$ cat src/rtl/microseq.sv
// Microcode sequencer for the LED pattern engine: fetches from the microcode ROM,
// checks the echoed address and executes LED, WAIT, JMP, LDC/DJNZ and HALT words.
module microseq #(
   parameter int WIDTH = 32,
   parameter int DEPTH = 9,
   parameter int LEDS  = 8
) (
   input  logic             clk,
   input  logic             rst,
   input  logic             run,
   output logic             rom_en,
   output logic [DEPTH-1:0] rom_addr,
   input  logic [DEPTH-1:0] rom_daddr,
   input  logic [WIDTH-1:0] rom_dout,
   output logic [LEDS-1:0]  led,
   output logic             halted,
   output logic             err
);

   typedef enum logic [2:0] {S_IDLE, S_FETCH, S_EXEC, S_WAIT, S_HALT} state_t;

   localparam logic [DEPTH-1:0] UPC_ONE = 1;

   state_t           state, state_n;
   logic [DEPTH-1:0] upc, upc_n;
   logic [LEDS-1:0]  led_n;
   logic [7:0]       lcnt, lcnt_n;
   logic [18:0]      wcnt, wcnt_n;
   logic             err_n;

   logic [3:0]       op;
   logic [DEPTH-1:0] tgt;
   logic [18:0]      imm;

   assign op  = rom_dout[31:28];
   assign tgt = rom_dout[19 +: DEPTH];
   assign imm = rom_dout[18:0];

   assign rom_en   = (state == S_FETCH);
   assign rom_addr = upc;
   assign halted   = (state == S_HALT);

   always_ff @(posedge clk or posedge rst) begin
      if (rst) begin
         state <= S_IDLE;
         upc   <= '0;
         led   <= '0;
         lcnt  <= '0;
         wcnt  <= '0;
         err   <= 1'b0;
      end else begin
         state <= state_n;
         upc   <= upc_n;
         led   <= led_n;
         lcnt  <= lcnt_n;
         wcnt  <= wcnt_n;
         err   <= err_n;
      end
   end

   always_comb begin
      state_n = state;
      upc_n   = upc;
      led_n   = led;
      lcnt_n  = lcnt;
      wcnt_n  = wcnt;
      err_n   = err;
      case (state)
         S_IDLE: begin
            if (run) state_n = S_FETCH;
         end
         S_FETCH: begin
            state_n = S_EXEC;
         end
         S_EXEC: begin
            state_n = run ? S_FETCH : S_IDLE;
            upc_n   = upc + UPC_ONE;
            // A stale/mismatched ROM word or an undefined opcode degrades to NOP.
            if ((rom_daddr != upc) || (op > 4'd6)) begin
               err_n = 1'b1;
            end else begin
               case (op)
                  4'd1: led_n = imm[LEDS-1:0];
                  4'd2: begin
                     if (imm != '0) begin
                        wcnt_n  = imm;
                        state_n = S_WAIT;
                     end
                  end
                  4'd3: upc_n = tgt;
                  4'd4: lcnt_n = imm[7:0];
                  4'd5: begin
                     if (lcnt != 8'd0) begin
                        lcnt_n = lcnt - 8'd1;
                        if (lcnt != 8'd1) upc_n = tgt;
                     end
                  end
                  4'd6: begin
                     upc_n   = upc;
                     state_n = S_HALT;
                  end
                  default: ;
               endcase
            end
         end
         S_WAIT: begin
            wcnt_n = wcnt - 19'd1;
            if (wcnt == 19'd1) state_n = run ? S_FETCH : S_IDLE;
         end
         S_HALT: ;
         default: state_n = S_IDLE;
      endcase
   end

endmodule
$ cat config.mk
export PLATFORM = sky130hd
export DESIGN_NAME = microseq
export DESIGN_NICKNAME = d
export VERILOG_FILES = /design/src/rtl/microseq.sv
export SDC_FILE = /design/constraint.sdc
export NUM_CORES = 1
export LEC_CHECK = 0
export ABC_AREA = 1
export CORE_MARGIN = 1
export CORE_UTILIZATION = 25
export DETAILED_ROUTE_END_ITERATION = 8
export PLACE_DENSITY = 0.56
export REMOVE_ABC_BUFFERS = 1
export SLEW_MARGIN = 20
export SYNTH_ARGS = -nofsm -noshare
export SYNTH_HDL_FRONTEND = slang
export SYNTH_SLANG_ARGS = --single-unit
$ cat constraint.sdc
create_clock -name clk -period 3.9 [get_ports clk]
set_input_delay 0.78 -clock clk [delete_from_list [all_inputs] [get_ports clk]]
set_output_delay 0.78 -clock clk [all_outputs]
set_load 0.01 [all_outputs]
==> impl_metrics.py, run 1 <==
metrics = {
    "status": {
        "status": "finished, final reports clean",
    },
    "worst_hold_path": {
        "holdCritPathClass": "reg -> reg",
        "hold_depth": 2,
        "hp-start": "led[6]$_DFFE_PP0P_",
        "min_to": "led[6]$_DFFE_PP0P_",
    },
    "floorplan": {
        "initial_utilization": 0.255,
        "core_area_um2": 14500,
        "die_area_um2": 15300,
        "io-pin-count": 64,
        "dieWidth_um": 124,
        "num_rows": 44,
        "die_h_um": 124,
    },
    "power": {
        "power_leakage_nw": 2.20,
        "powerDensity_nw_per_um2": 531,
        "vdd_drop_max_mv": 0.250,
    },
    "run": {
        "maxCapViolCount": 0,
    },
    "cts": {
        "cts_resized": 0,
        "clk_pin_slew_ns": 0.07,
        "cts-root-buf": "clkbuf_16",
        "cts.sinks": 48,
        "cts.htree.levels": 2,
        "cts_tree": "built",
        "cts-buffers-inserted": 5,
        "clock_latency_ns": 0.30,
        "cts_setup_buffers": 0,
        "hold_buffers": 0,
        "cts_max_path_buffers": 2,
    },
    "yosys": {
        "ys_types": 39,
        "synthArstFlopShare": 1.00,
        "ys_seq_area_frac": 0.325,
        "synth_edf_count": 0,
        "ys_warn_count": 0,
        "synth_cells": 561,
        "ys.flop_type": "dfrtp_1",
        "syn-cell-area_um2": 3690,
        "avgSynthCellArea_um2": 6.59,
        "ys_ff_latch": 48,
    },
    "timing": {
        "clock.fmax_mhz": 394,
        "fin_crit_sh": 0.650,
        "worst_pin_slew_ns": 0.783,
        "finalHoldViolCount": 0,
        "setup_violations": 0,
        "finClkSkew_ns": 0.00552,
        "drv_slew": 0,
        "fin_crit_ns": 2.54,
        "rsz0062_at_grt": "false",
        "max-slew-margin-rel": 0.478,
        "tns_ns": 0,
    },
    "final_layout": {
        "syn_to_final_growth_pct": 26.6,
        "seq_area_um2": 1200,
        "n_fill_cell": 1629,
        "utilization": 0.323,
        "nets": 674,
        "antenna_cells": 0,
        "drive_gt1_frac": 0.0896,
        "multi_input_area_um2": 2080,
    },
    "placement": {
        "gp_congestion": 0.805,
        "io_buffer_count": 63,
        "dp_hpwl_mm": 7.66,
    },
    "drt": {
        "dr.pass1.iters": 6,
        "drc": 0,
        "vias_per_cell": 4.46,
        "routed_wirelength_mm": 10.2,
        "drtIter0Drc": 216,
        "antenna_left": 0,
        "vias": 3607,
        "wire_per_inst_um": 12.7,
    },
    "global_route": {
        "grt_max_degree": 36,
        "grt_pass1_wl_mm": 17.0,
        "grt_pass1_vias": 3444,
        "track_usage": 0.145,
        "grt_overflow": 0,
        "antenna_found_initial": 0,
    },
    "setup_path": {
        "end_kind": "flip-flop",
        "critPathLaunchType": "primary input",
        "critical_path_required_ns": 4.09,
        "worstPathMaxFanout": 19,
        "reg2reg_setup_slack_ns": 1.73,
        "r2r_end": "rom_addr[2]$_DFFE_PP0P_",
        "cp.arrival_ns": 2.72,
        "r2r_cells": 11,
        "reg2reg_from": "lcnt[0]$_DFFE_PP0P_",
        "path_class": "in -> reg",
    },
}
==> worst max-delay path, cell delays in order <==
cell and delay (ns):
clkdlybuf4s50_1 0.51, inv_1 0.05, nor2_1 0.11, nand2_1 0.12, nor2_4 0.37, inv_1 0.23, nand2_1 0.16, nand2_4 0.11
nand2_1 0.09, nand2_1 0.05, o21ai_1 0.11, inv_1 0.04
==> routing by layer <==
layer / wire, um / track usage / share of wire / vias up
li1: - / - / - / 1899
met1: 4970 / 0.195 / 0.49 / 1640
met2: 4790 / 0.240 / 0.47 / 62
met3: 400 / 0.0201 / 0.039 / 6
met4: 74 / 0.0437 / 0.0072 / 0
met5: 0 / 0 / 0 / -
==> cell families after synthesis <==
group                      synth area share
and+or+nand+nor                       0.376
buffers and inverters                 0.113
AOI/OAI and AO/OA                     0.144
DFF                                   0.325
xor gates and xnor gates             0.0213
adders and majority gates            0.0203
==> stage by stage <==
stage	total power, mW	std cells	setup WS (ns)	area [um2]	hold WS [ns]
global placement	1.96	801	1.09	4490	0.469
CTS	2.51	809	1.37	4680	0.491
detailed placement	1.95	801	1.05	4490	0.475
finish	2.48	809	1.36	4680	0.485
floorplan	1.59	550	1.73	3600	0.465
global route	2.72	809	1.07	4680	0.513
==> how the worst max path moves through the flow <==
stage	slack, ns	start	end
after global routing	1.07	rom_dout[30]	rom_addr[5]$_DFFE_PP0P_
final	1.36	rom_dout[30]	rom_addr[5]$_DFFE_PP0P_
after floorplan	1.73	state[2]$_DFFE_PP0P_	wcnt[0]$_DFFE_PP0P_
after CTS	1.37	rom_dout[30]	rom_addr[5]$_DFFE_PP0P_
after detailed placement	1.05	rom_dout[30]	rom_addr[5]$_DFFE_PP0P_
after global placement	1.09	rom_dout[30]	rom_addr[5]$_DFFE_PP0P_
==> where the power goes <==
| group | total, mW | leakage (nW) | switching (mW) | internal (mW) |
|---|---|---|---|---|
| logic | 1.14 | 1.56 | 0.688 | 0.452 |
| clock network | 0.536 | 0.0901 | 0.198 | 0.338 |
| registers | 0.808 | 0.550 | 0.163 | 0.645 |
| total | 2.48 | 2.20 | 1.05 | 1.43 |
==> final cells by class <==
cell class / instances / share of cell area
Multi-Input combinational cell: 415 / 0.444
Sequential cell: 48 / 0.257
Timing Repair Buffer: 67 / 0.141
Inverter: 87 / 0.0698
Tap cell: 184 / 0.0492
Clock buffer: 7 / 0.0326
Clock inverter: 1 / 0.00642
==> synth_stat cells (4+ instances only) <==
master | count | share of area
nand2_1 | 159 | 0.16
inv_1 | 79 | 0.080
nor2_1 | 68 | 0.069
dfrtp_1 | 48 | 0.33
nand3_1 | 42 | 0.057
o21ai_0 | 31 | 0.042
a21oi_1 | 28 | 0.038
inv_2 | 8 | 0.0081
o211ai_1 | 8 | 0.016
o21ai_1 | 8 | 0.011
o21ai_2 | 8 | 0.019
buf_6 | 6 | 0.018
ha_1 | 6 | 0.020
nand4_1 | 6 | 0.010
xnor2_1 | 6 | 0.014
nor2_2 | 5 | 0.0085
nor2_4 | 5 | 0.015
nor3_1 | 5 | 0.0068
or2_2 | 4 | 0.0068
==> state kept, by name (all words and copies together) (netlist names) <==
name	count
err	1
lcnt	8
rom_addr	9
led	8
state	3
wcnt	19
==> cells in the final DEF (no fill, tap or decap), drive strengths merged <==
cell           count
xnor2              6
buf                4
ha                 6
a21oi             29
xor2               3
o21ai             47
nand2            164
a31o               1
o211ai             8
clkdlybuf4s50     63
nand4              7
a21o               1
a21boi             1
nor2              78
or2                5
bufinv             1
nand3b             3
o31ai              3
a31oi              1
dfrtp             48
clkbuf             7
nor3               6
inv               87
nand3             45
o22ai              1
Note: power is estimated with default switching activity, not from simulation.
==> inputs of run 2 (changes only) <==
PLACE_DENSITY = 0.57   (was 0.56)
clock period = 2.3 ns   (was 3.9 ns; I/O delays follow)
==> run 2 against run 1 <==
Worst hold slack lost 0.018 ns. First-iteration DRC count grew 38%. Clock power grew 56%. Largest power group unchanged. Total power grew 70%. Clock skew is essentially flat. Combinational power grew 76%. Worst setup slack lost 1.2 ns.
==> impl_metrics.py, run 2 (same netlist as run 1, synthesis figures left out) <==
metrics = {
    "status": {
        "status": "finished, final reports clean",
    },
    "setup_path": {
        "end_kind": "primary output",
        "r2r_cells": 10,
        "critical_path_required_ns": 1.84,
        "crit_path_max_incr_delay_ns": 0.59,
        "cp.depth": 2,
        "slowest_stage": "clkdlybuf4s50_1",
        "worstPathCellList": "nor3_1 -> clkdlybuf4s50_1",
        "cp_num_buf_inv": 1,
        "crit_family": "buffers and inverters",
        "critPathLaunchType": "flip-flop",
        "cp.arrival_ns": 1.64,
        "worstPathMaxFanout": 6,
        "path_class": "reg -> out",
    },
    "drt": {
        "dr.pass1.iters": 4,
        "wire_per_inst_um": 12.6,
        "routed_wirelength_mm": 10.3,
        "antenna_left": 0,
        "vias": 3623,
        "vias_per_cell": 4.40,
        "drtIter0Drc": 298,
        "drc": 0,
    },
    "final_layout": {
        "utilization": 0.331,
        "antenna_cells": 0,
        "final_common_cell": "nand2_1",
        "final_cell_mix": "nand2_1, inv_1, nor2_1, clkdlybuf4s50_1, dfrtp_1",
        "syn_to_final_growth_pct": 29.8,
        "drive_gt1_frac": 0.110,
        "nets": 690,
        "layout.cells.non_filler": 823,
        "top_register": "wcnt",
        "largest_reg_flops": 19,
    },
    "global_route": {
        "grt_max_degree": 36,
        "grt_use_met3": 0.0206,
        "top_usage_layer": "met2",
        "grt_pass1_wl_mm": 17.2,
        "grt_overflow": 0,
        "gr-usage-met2": 0.247,
        "grtUsageMet1": 0.193,
        "track_usage": 0.147,
        "antenna_found_initial": 0,
        "grt_pass1_vias": 3513,
    },
    "cts": {
        "cts_setup_buffers": 0,
        "clock_latency_ns": 0.30,
        "hold_buffers": 0,
        "cts-root-buf": "clkbuf_16",
        "cts.htree.levels": 2,
        "cts-buffers-inserted": 5,
        "clk_pin_slew_ns": 0.07,
        "cts_resized": 0,
        "cts.sinks": 48,
        "cts_max_path_buffers": 2,
        "cts_tree": "built",
    },
    "timing": {
        "setup_violations": 0,
        "max-slew-margin-rel": 0.687,
        "clock.fmax_mhz": 477,
        "rsz0062_at_grt": "false",
        "fin_crit_ns": 2.10,
        "finalHoldViolCount": 0,
        "worst_pin_slew_ns": 0.469,
        "finClkSkew_ns": 0.00561,
        "fin_crit_sh": 0.911,
        "drv_slew": 0,
    },
    "power": {
        "power_leakage_nw": 2.28,
        "powerDensity_nw_per_um2": 879,
        "vdd_drop_max_mv": 0.355,
    },
    "floorplan": {
        "core_area_um2": 14500,
        "die_area_um2": 15300,
        "dieWidth_um": 124,
        "num_rows": 44,
        "io-pin-count": 64,
        "initial_utilization": 0.255,
        "die_h_um": 124,
    },
    "worst_hold_path": {
        "hold_depth": 2,
        "holdCritPathClass": "reg -> reg",
    },
    "placement": {
        "gp_congestion": 0.810,
        "dp.cells": 817,
        "dp_hpwl_mm": 7.87,
        "io_buffer_count": 63,
    },
    "run": {
        "maxCapViolCount": 0,
    },
}
run 2: changes by cell type in the layout (fill, tap and decap cells not counted), sizes merged:
cell,change
buf,+16
clkbuf,-2
run 2: through the flow:
| stage | area [um2] | setup WS [ns] | power (mW) | hold slack [ns] | setup TNS (ns) |
|---|---|---|---|---|---|
| after detailed placement | 4640 | -0.0647 | 3.40 | 0.454 | -0.437 |
| after floorplan | 3600 | 0.132 | 2.69 | 0.465 | 0 |
| after CTS | 4790 | 0.141 | 4.26 | 0.471 | 0 |
| after global routing | 4790 | 0.0620 | 4.61 | 0.501 | 0 |
| final | 4790 | 0.204 | 4.22 | 0.467 | 0 |
| after global placement | 4640 | -0.00577 | 3.38 | 0.450 | -0.0389 |
run 2: worst min-delay path, cell delays in order, from the launching register on:
cell and delay, ns:
dfrtp_1 0.34, inv_1 0.04, nand2_1 0.05
run 2: area by class of cell:
| class | count | area (um2) |
|---|---|---|
| clock inverters | 1 | 30.0 |
| clock buffers | 5 | 125 |
| multi-input cells | 415 | 2080 |
| well taps | 184 | 230 |
| flip-flops and latches | 48 | 1200 |
| repair buffers | 83 | 806 |
| fillers | 1579 | 9680 |
| inverters | 87 | 327 |
run 2: worst paths after layout:
check / from / to / slack [ns]
max in group asynchronous: rst / wcnt[5]$_DFFE_PP0P_ / 1.26
hold / removal: err$_DFFE_PP0P_ / err$_DFFE_PP0P_ / 0.47
min in group asynchronous: rst / wcnt[15]$_DFFE_PP0P_ / 0.49
setup / recovery: state[2]$_DFFE_PP0P_ / rom_en / 0.20
hold reg to reg: err$_DFFE_PP0P_ / err$_DFFE_PP0P_ / 0.47
setup reg to reg: wcnt[0]$_DFFE_PP0P_ / wcnt[12]$_DFFE_PP0P_ / 0.36
run 2: layer usage:
layer,vias to the layer above,share of wire
met3,8,0.031
met5,-,0
met1,1640,0.49
li1,1926,-
met4,0,0.013
met2,49,0.47
run 2: report_power, final:
group	internal (mW)	switching (mW)	total, mW
Combinational	0.828	1.18	2.01
Sequential	1.09	0.276	1.37
Clock	0.502	0.334	0.836
Total	2.42	1.79	4.22
==> inputs of run 3 (changes only) <==
clock period = 1.7 ns   (was 2.3 ns; I/O delays follow)
==> run 3 against run 2 <==
The run now ends with setup timing left. Highest routed layer unchanged. Largest cell class unchanged. Worst hold slack worse by 0.14 ns. Total power is 55% higher. Sequential power increased by 31%. First-iteration DRC count is 6.4% lower. Clock skew is 0.00073 ns lower. Die area stayed put. Sequential share of layout area down 4.4 points. Register-to-register slack worse by 0.49 ns. Utilization rose by 7.1 points. Design area up 21%.
==> impl_metrics.py, run 3 (same netlist as run 1, synthesis figures left out) <==
metrics = {
    "status": {
        "status": "complete, but fails checks",
        "violations": "setup timing",
    },
    "timing": {
        "fin_crit_sh": 1.09,
        "finalHoldViolCount": 0,
        "finClkSkew_ns": 0.00488,
        "fin_ws_ns": -0.160,
        "fin_crit_ns": 1.86,
        "drv_slew": 0,
        "setup_violations": 44,
        "rsz0062_at_grt": "true",
        "clock.fmax_mhz": 537,
        "worst_pin_slew_ns": 0.403,
        "tns_ns": -4.33,
        "max-slew-margin-rel": 0.731,
    },
    "cts": {
        "cts.htree.levels": 2,
        "cts.sinks": 48,
        "cts_tree": "built",
        "clk_pin_slew_ns": 0.07,
        "cts_max_path_buffers": 2,
        "cts-buffers-inserted": 5,
        "cts-root-buf": "clkbuf_16",
        "clock_latency_ns": 0.30,
    },
    "final_layout": {
        "antenna_cells": 0,
        "n_fill_cell": 1494,
        "utilization": 0.402,
        "final_common_cell": "nand2_1",
        "layout.cells.non_filler": 900,
        "nets": 765,
        "largest_reg_flops": 19,
        "final_cell_mix": "nand2_1, inv_1, buf_4, nor2_1, clkdlybuf4s50_1",
        "drive_gt1_frac": 0.296,
        "top_register": "wcnt",
        "syn_to_final_growth_pct": 57.6,
    },
    "global_route": {
        "antenna_found_initial": 0,
        "grt_pass1_wl_mm": 18.5,
        "grt_overflow": 0,
        "track_usage": 0.159,
        "grt_max_degree": 23,
        "grt_pass1_vias": 3829,
    },
    "floorplan": {
        "die_h_um": 124,
        "dieWidth_um": 124,
        "io-pin-count": 64,
        "num_rows": 44,
        "die_area_um2": 15300,
        "core_area_um2": 14500,
        "initial_utilization": 0.255,
    },
    "power": {
        "power_leakage_nw": 2.83,
        "p_seq_frac": 0.274,
        "switching_share": 0.425,
        "p_int_mw": 3.77,
        "vdd_drop_max_mv": 0.796,
        "powerDensity_nw_per_um2": 1130,
        "p_sw_mw": 2.78,
        "p_comb_frac": 0.566,
        "power.clock.fraction": 0.159,
    },
    "placement": {
        "place_ws_ns": -0.426,
        "gp_congestion": 0.834,
        "io_buffer_count": 63,
        "dp.cells": 879,
        "dp_hpwl_mm": 8.31,
    },
    "drt": {
        "vias_per_cell": 4.41,
        "antenna_left": 0,
        "drc": 0,
        "wire_per_inst_um": 12.5,
        "dr.pass1.iters": 4,
        "routed_wirelength_mm": 11.3,
        "vias": 3973,
        "drtIter0Drc": 279,
    },
    "setup_path": {
        "critical_path_required_ns": 1.89,
        "path_class": "in -> reg",
        "cp.arrival_ns": 2.05,
        "end_kind": "flip-flop",
        "critPathLaunchType": "primary input",
        "worstPathMaxFanout": 11,
    },
    "worst_hold_path": {
        "holdCritPathClass": "in -> async",
    },
    "run": {
        "maxCapViolCount": 0,
    },
}
run 3: critical path, cell delays in order:
cell and delay, ns:
clkdlybuf4s50_1 0.47, xnor2_1 0.11, nand2_1 0.08, nor2_2 0.13, buf_6 0.13, nand3b_4 0.10, buf_6 0.13, nand2_4 0.06
nand3_4 0.16, buf_12 0.21, nor2_2 0.08, a21oi_1 0.04
run 3: layout make-up:
class	count	area, um2	area share
Multi-Input combinational cell	416	2410	0.413
Timing Repair inverter	1	7.51	0.00129
Timing Repair Buffer	156	1490	0.256
Clock buffer	8	146	0.0251
Tap cell	184	230	0.0395
Inverter	87	342	0.0587
Sequential cell	48	1200	0.206
run 3: metal layers:
| metal | global-route usage | routed length [um] | part of all wire | vias to the layer above |
|---|---|---|---|---|
| met5 | 0 | 0 | 0 | - |
| met4 | 0.0535 | 153 | 0.014 | 0 |
| met3 | 0.0201 | 289 | 0.026 | 8 |
| met2 | 0.273 | 5580 | 0.50 | 57 |
| met1 | 0.204 | 5230 | 0.46 | 1807 |
| li1 | - | - | - | 2101 |
run 3: power groups by stage:
stage | sequential [mW] | clock, mW | combinational [mW]
6_report | 1.80 | 1.04 | 3.71
5_1_grt | 1.85 | 1.11 | 4.17
4_1_cts | 1.78 | 1.08 | 3.53
3_5_place_dp | 1.79 | 0 | 3.23
3_3_place_gp | 1.79 | 0 | 3.23
2_1_floorplan | 1.82 | 0 | 1.82
run 3: timing repair:
action	in CTS	in global routing
gates cloned	4	1
pin swaps	23	27
resized for setup	83	38
setup endpoints to repair	49	49
hold buffers	0	0
setup buffers	7	1
run 3: metrics by stage:
| step | hold slack [ns] | total power [mW] | cell area, um2 |
|---|---|---|---|
| 2_1_floorplan | 0.465 | 3.64 | 3600 |
| 6_report | 0.327 | 6.56 | 5820 |
| 3_5_place_dp | 0.448 | 5.02 | 5150 |
| 5_1_grt | 0.356 | 7.13 | 5820 |
| 4_1_cts | 0.339 | 6.39 | 5660 |
| 3_3_place_gp | 0.451 | 5.03 | 5150 |
run 3: path summary, 6_finish.rpt:
| kind | start | to | slack (ns) | cells after the start |
|---|---|---|---|---|
| min in group clk | err$_DFFE_PP0P_ | err$_DFFE_PP0P_ | 0.46 | 2 |
| worst max-delay path | rom_daddr[1] | wcnt[7]$_DFFE_PP0P_ | -0.16 | 12 |
| worst min register to register | err$_DFFE_PP0P_ | err$_DFFE_PP0P_ | 0.46 | 2 |
| worst min-delay path | rst | wcnt[13]$_DFFE_PP0P_ | 0.33 | 2 |
| max in group asynchronous | rst | led[2]$_DFFE_PP0P_ | 0.93 | 3 |
| worst max register to register | rom_addr[8]$_DFFE_PP0P_ | wcnt[7]$_DFFE_PP0P_ | -0.13 | 13 |
